[src/rtl/seg7_pkg.sv]
// Shared types and constants for the 4-digit seven-segment scanner.
// Segment patterns are active-low {g,f,e,d,c,b,a}.
package seg7_pkg;

    localparam int NDIG = 4;

    typedef enum logic [1:0] {
        ST_OFF,
        ST_ON,
        ST_GAP
    } state_t;

    localparam logic [6:0] SEG_BLANK = 7'b1111111;
    localparam logic [3:0] ANODE_OFF = 4'b1111;

    localparam logic [6:0] SEG_LUT [16] = '{
        7'b1000000,  // 0
        7'b1111001,  // 1
        7'b0100100,  // 2
        7'b0110000,  // 3
        7'b0011001,  // 4
        7'b0010010,  // 5
        7'b0000010,  // 6
        7'b1111000,  // 7
        7'b0000000,  // 8
        7'b0010000,  // 9
        7'b0001000,  // A
        7'b0000011,  // b
        7'b1000110,  // C
        7'b0100001,  // d
        7'b0000110,  // E
        7'b0001110   // F
    };

    // True when digit i and every digit above it are zero; digit 0 never is.
    function automatic logic lead_zero(input logic [15:0] w, input logic [1:0] i);
        logic z;
        case (i)
            2'd0:    z = 1'b0;
            2'd1:    z = (w[15:4] == 12'h000);
            2'd2:    z = (w[15:8] == 8'h00);
            default: z = (w[15:12] == 4'h0);
        endcase
        return z;
    endfunction

endpackage

[src/rtl/seg7_scan_controller_hex_to_seg.sv]
// Combinational hex digit to active-low seven-segment decoder.
// Shared by all four digits through the scanner's nibble mux.
module hex_to_seg
    import seg7_pkg::*;
(
    input  logic [3:0] nib,
    output logic [6:0] seg
);

    assign seg = SEG_LUT[nib];

endmodule

[src/rtl/seg7_scan_controller.sv]
// Four-digit common-anode display scanner with dwell, blanking gap
// and optional leading-zero blanking; all outputs registered.
module seg7_scan_controller
    import seg7_pkg::*;
#(
    parameter int DWELL = 50000,
    parameter int GAP   = 2,
    parameter int LZB   = 1
) (
    input  logic        clk,
    input  logic        rst_n,
    input  logic [15:0] value,
    input  logic        load,
    input  logic        enable,
    output logic [3:0]  anode,
    output logic [6:0]  seg,
    output logic [1:0]  digit_idx,
    output logic        frame_done
);

    localparam int CMAX = (DWELL > GAP) ? DWELL : GAP;
    localparam int CW   = $clog2(CMAX + 1);

    localparam logic [CW-1:0] DWELL_LAST = CW'(DWELL - 1);
    localparam logic [CW-1:0] GAP_LAST   = (GAP > 0) ? CW'(GAP - 1) : '0;

    state_t        state;
    state_t        state_n;
    logic [CW-1:0] cnt;
    logic [CW-1:0] cnt_n;
    logic [1:0]    idx;
    logic [1:0]    idx_n;
    logic          enter;
    logic [15:0]   shadow;
    logic [15:0]   word;
    logic [3:0]    nib;
    logic [6:0]    dec;
    logic [6:0]    cur_seg;
    logic          blank;
    logic          last;
    logic          on;

    // A load on the entry edge must be visible to that entry.
    assign word  = load ? value : shadow;
    assign nib   = word[{idx_n, 2'b00} +: 4];
    assign blank = (LZB != 0) && lead_zero(word, idx_n);
    assign on    = enable && (state == ST_ON);

    hex_to_seg u_dec (
        .nib (nib),
        .seg (dec)
    );

    // Next-state, counter and digit index sequencing.
    always_comb begin
        state_n = state;
        cnt_n   = cnt;
        idx_n   = idx;
        enter   = 1'b0;
        if (!enable) begin
            state_n = ST_OFF;
            cnt_n   = '0;
            idx_n   = 2'd0;
        end else begin
            unique case (state)
                ST_OFF: begin
                    state_n = ST_ON;
                    cnt_n   = '0;
                    idx_n   = 2'd0;
                    enter   = 1'b1;
                end
                ST_ON: begin
                    if (cnt == DWELL_LAST) begin
                        cnt_n = '0;
                        idx_n = idx + 2'd1;
                        if (GAP > 0) begin
                            state_n = ST_GAP;
                        end else begin
                            state_n = ST_ON;
                            enter   = 1'b1;
                        end
                    end else begin
                        cnt_n = cnt + CW'(1);
                    end
                end
                ST_GAP: begin
                    if (cnt == GAP_LAST) begin
                        cnt_n   = '0;
                        state_n = ST_ON;
                        enter   = 1'b1;
                    end else begin
                        cnt_n = cnt + CW'(1);
                    end
                end
                default: begin
                    state_n = ST_OFF;
                    cnt_n   = '0;
                    idx_n   = 2'd0;
                end
            endcase
        end
    end

    // FSM state, phase counter and digit index registers.
    always_ff @(posedge clk) begin
        if (!rst_n) begin
            state <= ST_OFF;
            cnt   <= '0;
            idx   <= 2'd0;
        end else begin
            state <= state_n;
            cnt   <= cnt_n;
            idx   <= idx_n;
        end
    end

    // Shadow value and the pattern frozen for the digit being driven.
    always_ff @(posedge clk) begin
        if (!rst_n) begin
            shadow  <= 16'h0000;
            cur_seg <= SEG_BLANK;
        end else begin
            if (load) begin
                shadow <= value;
            end
            if (enter) begin
                cur_seg <= blank ? SEG_BLANK : dec;
            end
        end
    end

    // Registered pin drivers; disabling blanks the display on the next edge.
    always_ff @(posedge clk) begin
        if (!rst_n) begin
            anode      <= ANODE_OFF;
            seg        <= SEG_BLANK;
            digit_idx  <= 2'd0;
            last       <= 1'b0;
            frame_done <= 1'b0;
        end else begin
            anode      <= on ? ~(4'b0001 << idx) : ANODE_OFF;
            seg        <= on ? cur_seg : SEG_BLANK;
            digit_idx  <= enable ? idx : 2'd0;
            last       <= on && (idx == 2'd3) && (cnt == DWELL_LAST);
            frame_done <= enable && last;
        end
    end

endmodule

[config.mk]
export PLATFORM = sky130hd
export DESIGN_NAME = seg7_scan_controller
export DESIGN_NICKNAME = d
export VERILOG_FILES = /design/src/rtl/seg7_pkg.sv /design/src/rtl/seg7_scan_controller_hex_to_seg.sv /design/src/rtl/seg7_scan_controller.sv
export SDC_FILE = /design/constraint.sdc
export NUM_CORES = 1
export LEC_CHECK = 0
export ABC_AREA = 0
export BUFFER_PORTS_ARGS = -buffer_cell sky130_fd_sc_hd__buf_2
export CORE_MARGIN = 5
export CORE_UTILIZATION = 56
export CTS_BUF_LIST = sky130_fd_sc_hd__clkbuf_8
export DETAILED_ROUTE_END_ITERATION = 10
export PLACE_DENSITY = 0.77
export SKIP_LAST_GASP = 1
export SYNTH_ARGS = -nofsm -noshare
export SYNTH_HDL_FRONTEND = slang
export SYNTH_SLANG_ARGS = --single-unit
[constraint.sdc]
create_clock -name clk -period 4.4 [get_ports clk]
set_clock_uncertainty 0.2 [all_clocks]
set_input_delay 0.22 -clock clk [delete_from_list [all_inputs] [get_ports clk]]
set_output_delay 0.22 -clock clk [all_outputs]
set_load 0.1 [all_outputs]
# Word-level counts from Yosys, hierarchy flattened
# Memories as Yosys holds them, arrays and structs flattened.
# Cells that the tools add are included.
[op_classes]
n_addsub = 2
magnitude_cmp = 1
n_eq_ne = 9
n_shift = 2
muxes = 17
bitwise = 2
n_reduce_logical = 12
[op_table]
columns = ["op", "count"]
rows = [
  ["2-to-1 mux 16 bit", 3],
  ["one-hot mux 16 bit (2 select lines)", 1],
  ["2-to-1 mux 7 bit", 3],
  ["adder 16 x 1 -> 16 bit (second input constant)", 1],
  ["== test 16 x 1 -> 1 bit (second input constant)", 1],
  ["== test 16 bit (second input constant)", 1],
  ["variable part select 16 x 5 -> 4 bit", 1],
  ["zero test 12 bit", 1],
  ["zero test 8 bit", 1],
  ["2-to-1 mux 2 bit", 4],
  ["== test 2 bit (second input constant)", 3],
  ["one-hot mux 2 bit (3 select lines)", 1],
  ["AND reduction 2 bit", 3],
  [">= comparator 5 bit (second input constant)", 1],
  ["inverter 4 -> 5 bit", 1],
  ["== test 2 x 1 -> 1 bit (second input constant)", 2],
  ["logical AND 1 bit", 4],
  ["zero test 2 bit", 2],
  ["zero test 4 bit", 1],
  ["inverter 4 bit", 1],
  ["one-hot mux 2 bit (2 select lines)", 1],
  ["<< shifter 1 x 2 -> 4 bit (first input constant)", 1],
  ["one-hot mux 1 bit (3 select lines)", 1],
  ["adder 2 x 1 -> 2 bit (second input constant)", 1],
  ["other kinds (4)", 5],
]
[word_totals]
reg_bits = 58
rom_bits = 112
input_bits = 20
output_inout_bits = 14
elab_cells = 56
n_memories = 1
[memory_table]
columns = ["memory", "words", "word_bits", "read_ports", "rd_clocked_by_memory_dff", "wr", "line_no", "source"]
rows = [
  ["(no name shown)", 16, 7, 1, 0, 0, "seg7_scan_controller_hex_to_seg.sv:10", "assign seg = SEG_LUT[nib];"],
]

# Logic depth before layout (Yosys ltp)
[logic_depth]
word_depth = 10
depth_mapped = 15
mapped_depth_nobuf = 14

# By module
# Synthesis repeated with hierarchy kept, for this count alone.
[unflattened]
hier_cells = 291
hier_area_um2 = 2752.6
[modules_own_cells]
columns = ["mod", "n_inst", "cells_per_inst", "area_per_inst_um2", "seq_area_each_um2"]
rows = [
  ["seg7_scan_controller", 1, 255, 2496.1, 1161.1],
  ["hex_to_seg", 1, 36, 256.5, 0.0],
]

# Worst setup path after synthesis
# No wires, ideal clock.
[synth_timing]
path_kind = "reg-to-reg"
start = "register cnt[10]"
end = "register cur_seg[4]"
setup_time_ns = 0.122
t_arrival_ns = 3.392
t_required_ns = 4.078
path_slack_ns = 0.686
path_stages_with_launch = 12
path_buffers = 1
synth_period_minus_slack_ns = 3.714
cell_sequence = "dfxtp_1 > or4_4 > nor4_4 > mux2i_1 > or2_1 > buf_6 > mux2_4 > a211oi_4 > inv_1 > ha_1 > a22o_1 > o32a_1"
[synth_between]
elab_chain_cells = 10
word_cells_on_any_way = 18
cone_classes = "4 x eq/ne; 1 x shift; 10 x mux; 1 x bitwise; 1 x reduce/logical; 1 x memory"
[synth_lines]
columns = ["element", "line_no", "source"]
rows = [
  ["start, declared", "seg7_scan_controller.sv:29", "logic [CW-1:0] cnt;"],
  ["start signal, assigned", "seg7_scan_controller.sv:112", "cnt <= cnt_n;"],
  ["== test 16 bit", "seg7_scan_controller.sv:73", "if (cnt == DWELL_LAST) begin"],
  ["2-to-1 mux 2 bit", "seg7_scan_controller.sv:73", ""],
  ["one-hot mux 2 bit (2 select lines)", "seg7_scan_controller.sv:65", "unique case (state)"],
  ["2-to-1 mux 2 bit", "seg7_scan_controller.sv:60", "if (!enable) begin"],
  ["variable part select 16 x 5 -> 4 bit", "seg7_scan_controller.sv:45", "assign nib = word[{idx_n, 2'b00} +: 4];"],
  ["inverter 4 -> 5 bit (implied by the code)", "seg7_scan_controller_hex_to_seg.sv:10", ""],
  ["memory (16 x 7 bit)", "n/a", ""],
  ["2-to-1 mux 7 bit (implied by the code) (2 in series)", "seg7_scan_controller_hex_to_seg.sv:10", ""],
  ["2-to-1 mux 7 bit", "seg7_scan_controller.sv:127", "cur_seg <= blank ? SEG_BLANK : dec;"],
  ["end signal, assigned", "seg7_scan_controller.sv:127", ""],
  ["end, declared", "seg7_scan_controller.sv:38", "logic [6:0] cur_seg;"],
]
# Several ways; a longest one is shown, not always the timed one. The select of a mux whose other input is x is not followed.
# A chain may end at the register's enable or synchronous reset.

# Worst setup path after layout
[layout_timing]
start = "register idx[0]"
end = "register cur_seg[5]"
[layout_between]
elab_chain_cells = 10
word_cells_on_any_way = 14
cone_classes = "1 x add/sub; 2 x eq/ne; 1 x shift; 7 x mux; 1 x bitwise; 1 x reduce/logical; 1 x memory"
[layout_lines]
columns = ["element", "line_no", "source"]
rows = [
  ["start, declared", "seg7_scan_controller.sv:31", "logic [1:0] idx;"],
  ["start signal, assigned", "seg7_scan_controller.sv:113", "idx <= idx_n;"],
  ["adder 2 x 1 -> 2 bit", "seg7_scan_controller.sv:75", "idx_n = idx + 2'd1;"],
  ["2-to-1 mux 2 bit", "seg7_scan_controller.sv:73", ""],
  ["one-hot mux 2 bit (2 select lines) (*)", "seg7_scan_controller.sv:65", ""],
  ["2-to-1 mux 2 bit (*)", "seg7_scan_controller.sv:60", ""],
  ["variable part select 16 x 5 -> 4 bit", "seg7_scan_controller.sv:45", ""],
  ["inverter 4 -> 5 bit (implied by the code)", "seg7_scan_controller_hex_to_seg.sv:10", ""],
  ["memory (16 x 7 bit)", "n/a", ""],
  ["2-to-1 mux 7 bit (implied by the code) (2 in series)", "seg7_scan_controller_hex_to_seg.sv:10", ""],
  ["2-to-1 mux 7 bit (*)", "seg7_scan_controller.sv:127", ""],
]
# Mark *: on every way between the ends. The rest lies on a longest branch, timed or not. The select of a mux whose other input is x is not followed.

==> qor.yml <==
clock_network:
  cts_buffers: 9
  path_clk_slew_ps: 70
  cts-root-buf: "clkbuf_8"
  cts_setup_buffers: 0
  cts_tree: "done"
  cts_sinks: 58
  htree_levels: 3
  clockBufferDepth: 2
  clk_latency_ps: 340
  cts_resized: 0
placed_design:
  pre_cts_ws_ps: 344.6
  hpwl_um: 4582
  dpl_cell_area_um2: 3262
  gp_congestion: 0.9180
  io_buffer_count: 33
timing:
  period_share: 0.9276
  fmax_mhz: 245.0
  rsz0062_at_grt: "false"
  setup_tns_ps: 0
  setup_ws_ps: 318.6
  setup_violations: 0
  fin_crit_ps: 4081
  slew-limit-headroom: 0.5610
  drv_slew: 0
  hold_violations: 0
  worst_pin_slew_ps: 658.5
finish:
  drive_above_1_share: 0.1610
  utilization: 0.6778
  syn_to_final_growth_pct: 15.93
  nNetsFinal: 415
  final_cell_area_um2: 3506
  diodes: 0
  fillers: 423
synthesis:
  avgSynthCellArea_um2: 8.974
  yosys_warnings: 0
  syn-cell-area_um2: 3024
  synth-seq-cells: 58
  syn_nets: 372
  netlist.top_cell.by_area: "dfxtp_1"
  async_flop_share: 0
  synthCells: 337
  yosysTopAreaCellShare: 0.3839
  synth-main-ff-cell: "dfxtp_1"
  synth_edf_count: 0
  ys_types: 53
  ys_seq_area_frac: 0.3839
  ys_top_cells_by_area: "dfxtp_1 38%, mux2i_1 8.9%, ha_1 6.2%, nor2_1 5.0%, nand2_1 3.8%"
global_routing:
  grt_overflow: 0
  grt_usage: 0.1920
  grt_pass1_wl_um: 11140
  grt_pass1_vias: 2403
  antenna_found_initial: 0
  grt_max_degree: 31
power_and_ir_drop:
  power.density_nw_per_um2: 339.2
  cellLeakagePower_nw: 1.486
  peakVddDrop_uv: 191.8
  finalPower_mw: 1.189
floorplanning:
  die_area_um2: 6970
  core_area_um2: 5172
  rows: 26
  io_pins: 34
  die_y_um: 83.49
  die_w_um: 83.49
  start_util: 0.5847
worst_setup_path:
  path_cells: "inv_1, ha_1, or4b_2, nor4_1, o211a_1, a221oi_1, mux2_4, a211oi_4, inv_1, ha_1, mux2i_1, nor2_1, o32a_1"
  worstSetupPathType: "flip-flop to flip-flop"
  cp.required_ps: 4420
  path_max_fanout: 6
  cpLargestDelayFamily: "simple AND/OR/NAND/NOR gates"
  max_stage_delay_ps: 580
  arrival_ps: 4100
  worst_setup_path_start_kind: "flip-flop"
  cp_slowest_cell: "or4b_2"
  critPathCaptureType: "flip-flop"
  timing.critical_path.buf_inv: 2
flow_run:
  cap_violations: 0
outcome:
  outcome: "finished clean"
detailed_routing:
  routed_wl_um: 6327
  drc: 0
  via_per_inst: 5.512
  drt_pass1_iterations: 4
  wl_per_cell_um: 13.91
  initialDrtViolationCount: 126
  num_vias: 2508
  ant_nets: 0
min_path:
  worstHoldPathType: "input port to flip-flop"
sequential cells by signal, summed over array words and instances, names as in the netlist:
name and flops:
anode 4, seg 7, idx 2, last 1, digit_idx 2, state 2
cur_seg 7, shadow 16, frame_done 1, cnt 16
worst register-to-register path, cell delays in order, from the launching register on:
cell and delay (ps):
dfxtp_1 420, inv_1 110, ha_1 300, or4b_2 580, nor4_1 440, o211a_1 270
a221oi_1 120, mux2_4 290, a211oi_4 270, inv_1 140, ha_1 290, mux2i_1 150
nor2_1 60, o32a_1 340
synthesized netlist by cell type, types with 2 or more instances:
cell,n
nand3_1,10
xnor2_1,7
a221oi_1,3
o31ai_1,3
ha_1,15
dfxtp_1,58
a21o_1,4
mux2i_1,27
o32ai_1,2
buf_4,2
a211oi_1,2
a21oi_1,10
inv_1,12
nand2b_1,8
a22o_1,2
and2_1,6
o32a_1,3
o22a_1,2
nand4_1,3
or4_1,2
buf_1,2
or3_1,2
o21ai_1,2
xor2_1,11
nor2b_1,17
a32oi_1,2
nor3_1,5
a31oi_1,2
clkbuf_1,5
nand2_1,31
and3_1,9
or4b_2,2
nor2_1,40
o21ai_0,7
final timing paths:
check                                 from  slack (ps)         end  depth (start not counted)
worst max register to register      idx[0]         320  cur_seg[5]                         13
worst min-delay path                enable          10  frame_done                          2
worst min register to register  cur_seg[5]         240      seg[5]                          1
worst max-delay path                idx[0]         320  cur_seg[5]                         13
power breakdown:
group,switching [mW],internal [mW]
clock,0.209,0.289
combinational,0.0797,0.0601
sequential,0.00870,0.542
layer usage:
layer / up-vias / global-route usage / share of wire
met5: - / 0 / 0
met4: 0 / 0.08480 / 0.020
met3: 10 / 0.04541 / 0.064
met2: 76 / 0.2930 / 0.44
met1: 1155 / 0.2577 / 0.47
li1: 1267 / - / -
layout by cell type, fill, tap and decap left out, types with 3 or more instances in the layout:
cell type	netlist	layout
and3_1	9	9
a21o_1	4	4
buf_4	2	5
xor2_1	11	11
nand3_1	10	10
ha_1	15	15
nand4_1	3	3
dfxtp_1	58	58
nand2b_1	8	8
o31ai_1	3	3
and2_1	6	6
o32a_1	3	3
dlygate4sd3_1	0	4
xnor2_1	7	7
mux2i_1	27	27
nand2_1	31	31
clkbuf_8	0	11
a221oi_1	3	3
clkinv_2	0	3
buf_2	0	33
a21oi_1	10	10
inv_1	12	12
nor2b_1	17	17
nor3_1	5	5
nor2_1	40	40
o21ai_0	7	7
through the flow:
stage          hold WS, ps  instances
2_1_floorplan        165.9        337
3_3_place_gp         218.1        435
3_5_place_dp         225.3        435
4_1_cts              6.852        455
5_1_grt              10.59        455
6_report             12.29        455
layout make-up:
class | count | area (µm²) | share of cell area
inverter | 12 | 45.04 | 0.01285
clock buffer | 11 | 151.4 | 0.04318
clock inverter | 5 | 52.55 | 0.01499
timing repair buffer | 42 | 242.7 | 0.06924
sequential | 58 | 1161 | 0.3312
multi-input combinational | 257 | 1765 | 0.5036
tap | 70 | 87.58 | 0.02498
cells by family (layout without fill, tap and decap cells):
| group | count (synthesis) | after routing | share of synthesized area |
|---|---|---|---|
| mux | 28 | 28 | 0.09433 |
| compound gates | 54 | 54 | 0.1353 |
| flops | 58 | 58 | 0.3839 |
| fa+ha+maj | 15 | 15 | 0.06206 |
| xor+xnor | 18 | 18 | 0.05213 |
| simple gates | 142 | 142 | 0.2400 |
| buf+inv | 22 | 70 | 0.03227 |
timing repair:
action	in CTS	in global routing
hold endpoints to repair	4	0
setup endpoints to repair	0	0
hold buffers	4	0
Power figures use the tool's default switching activity.
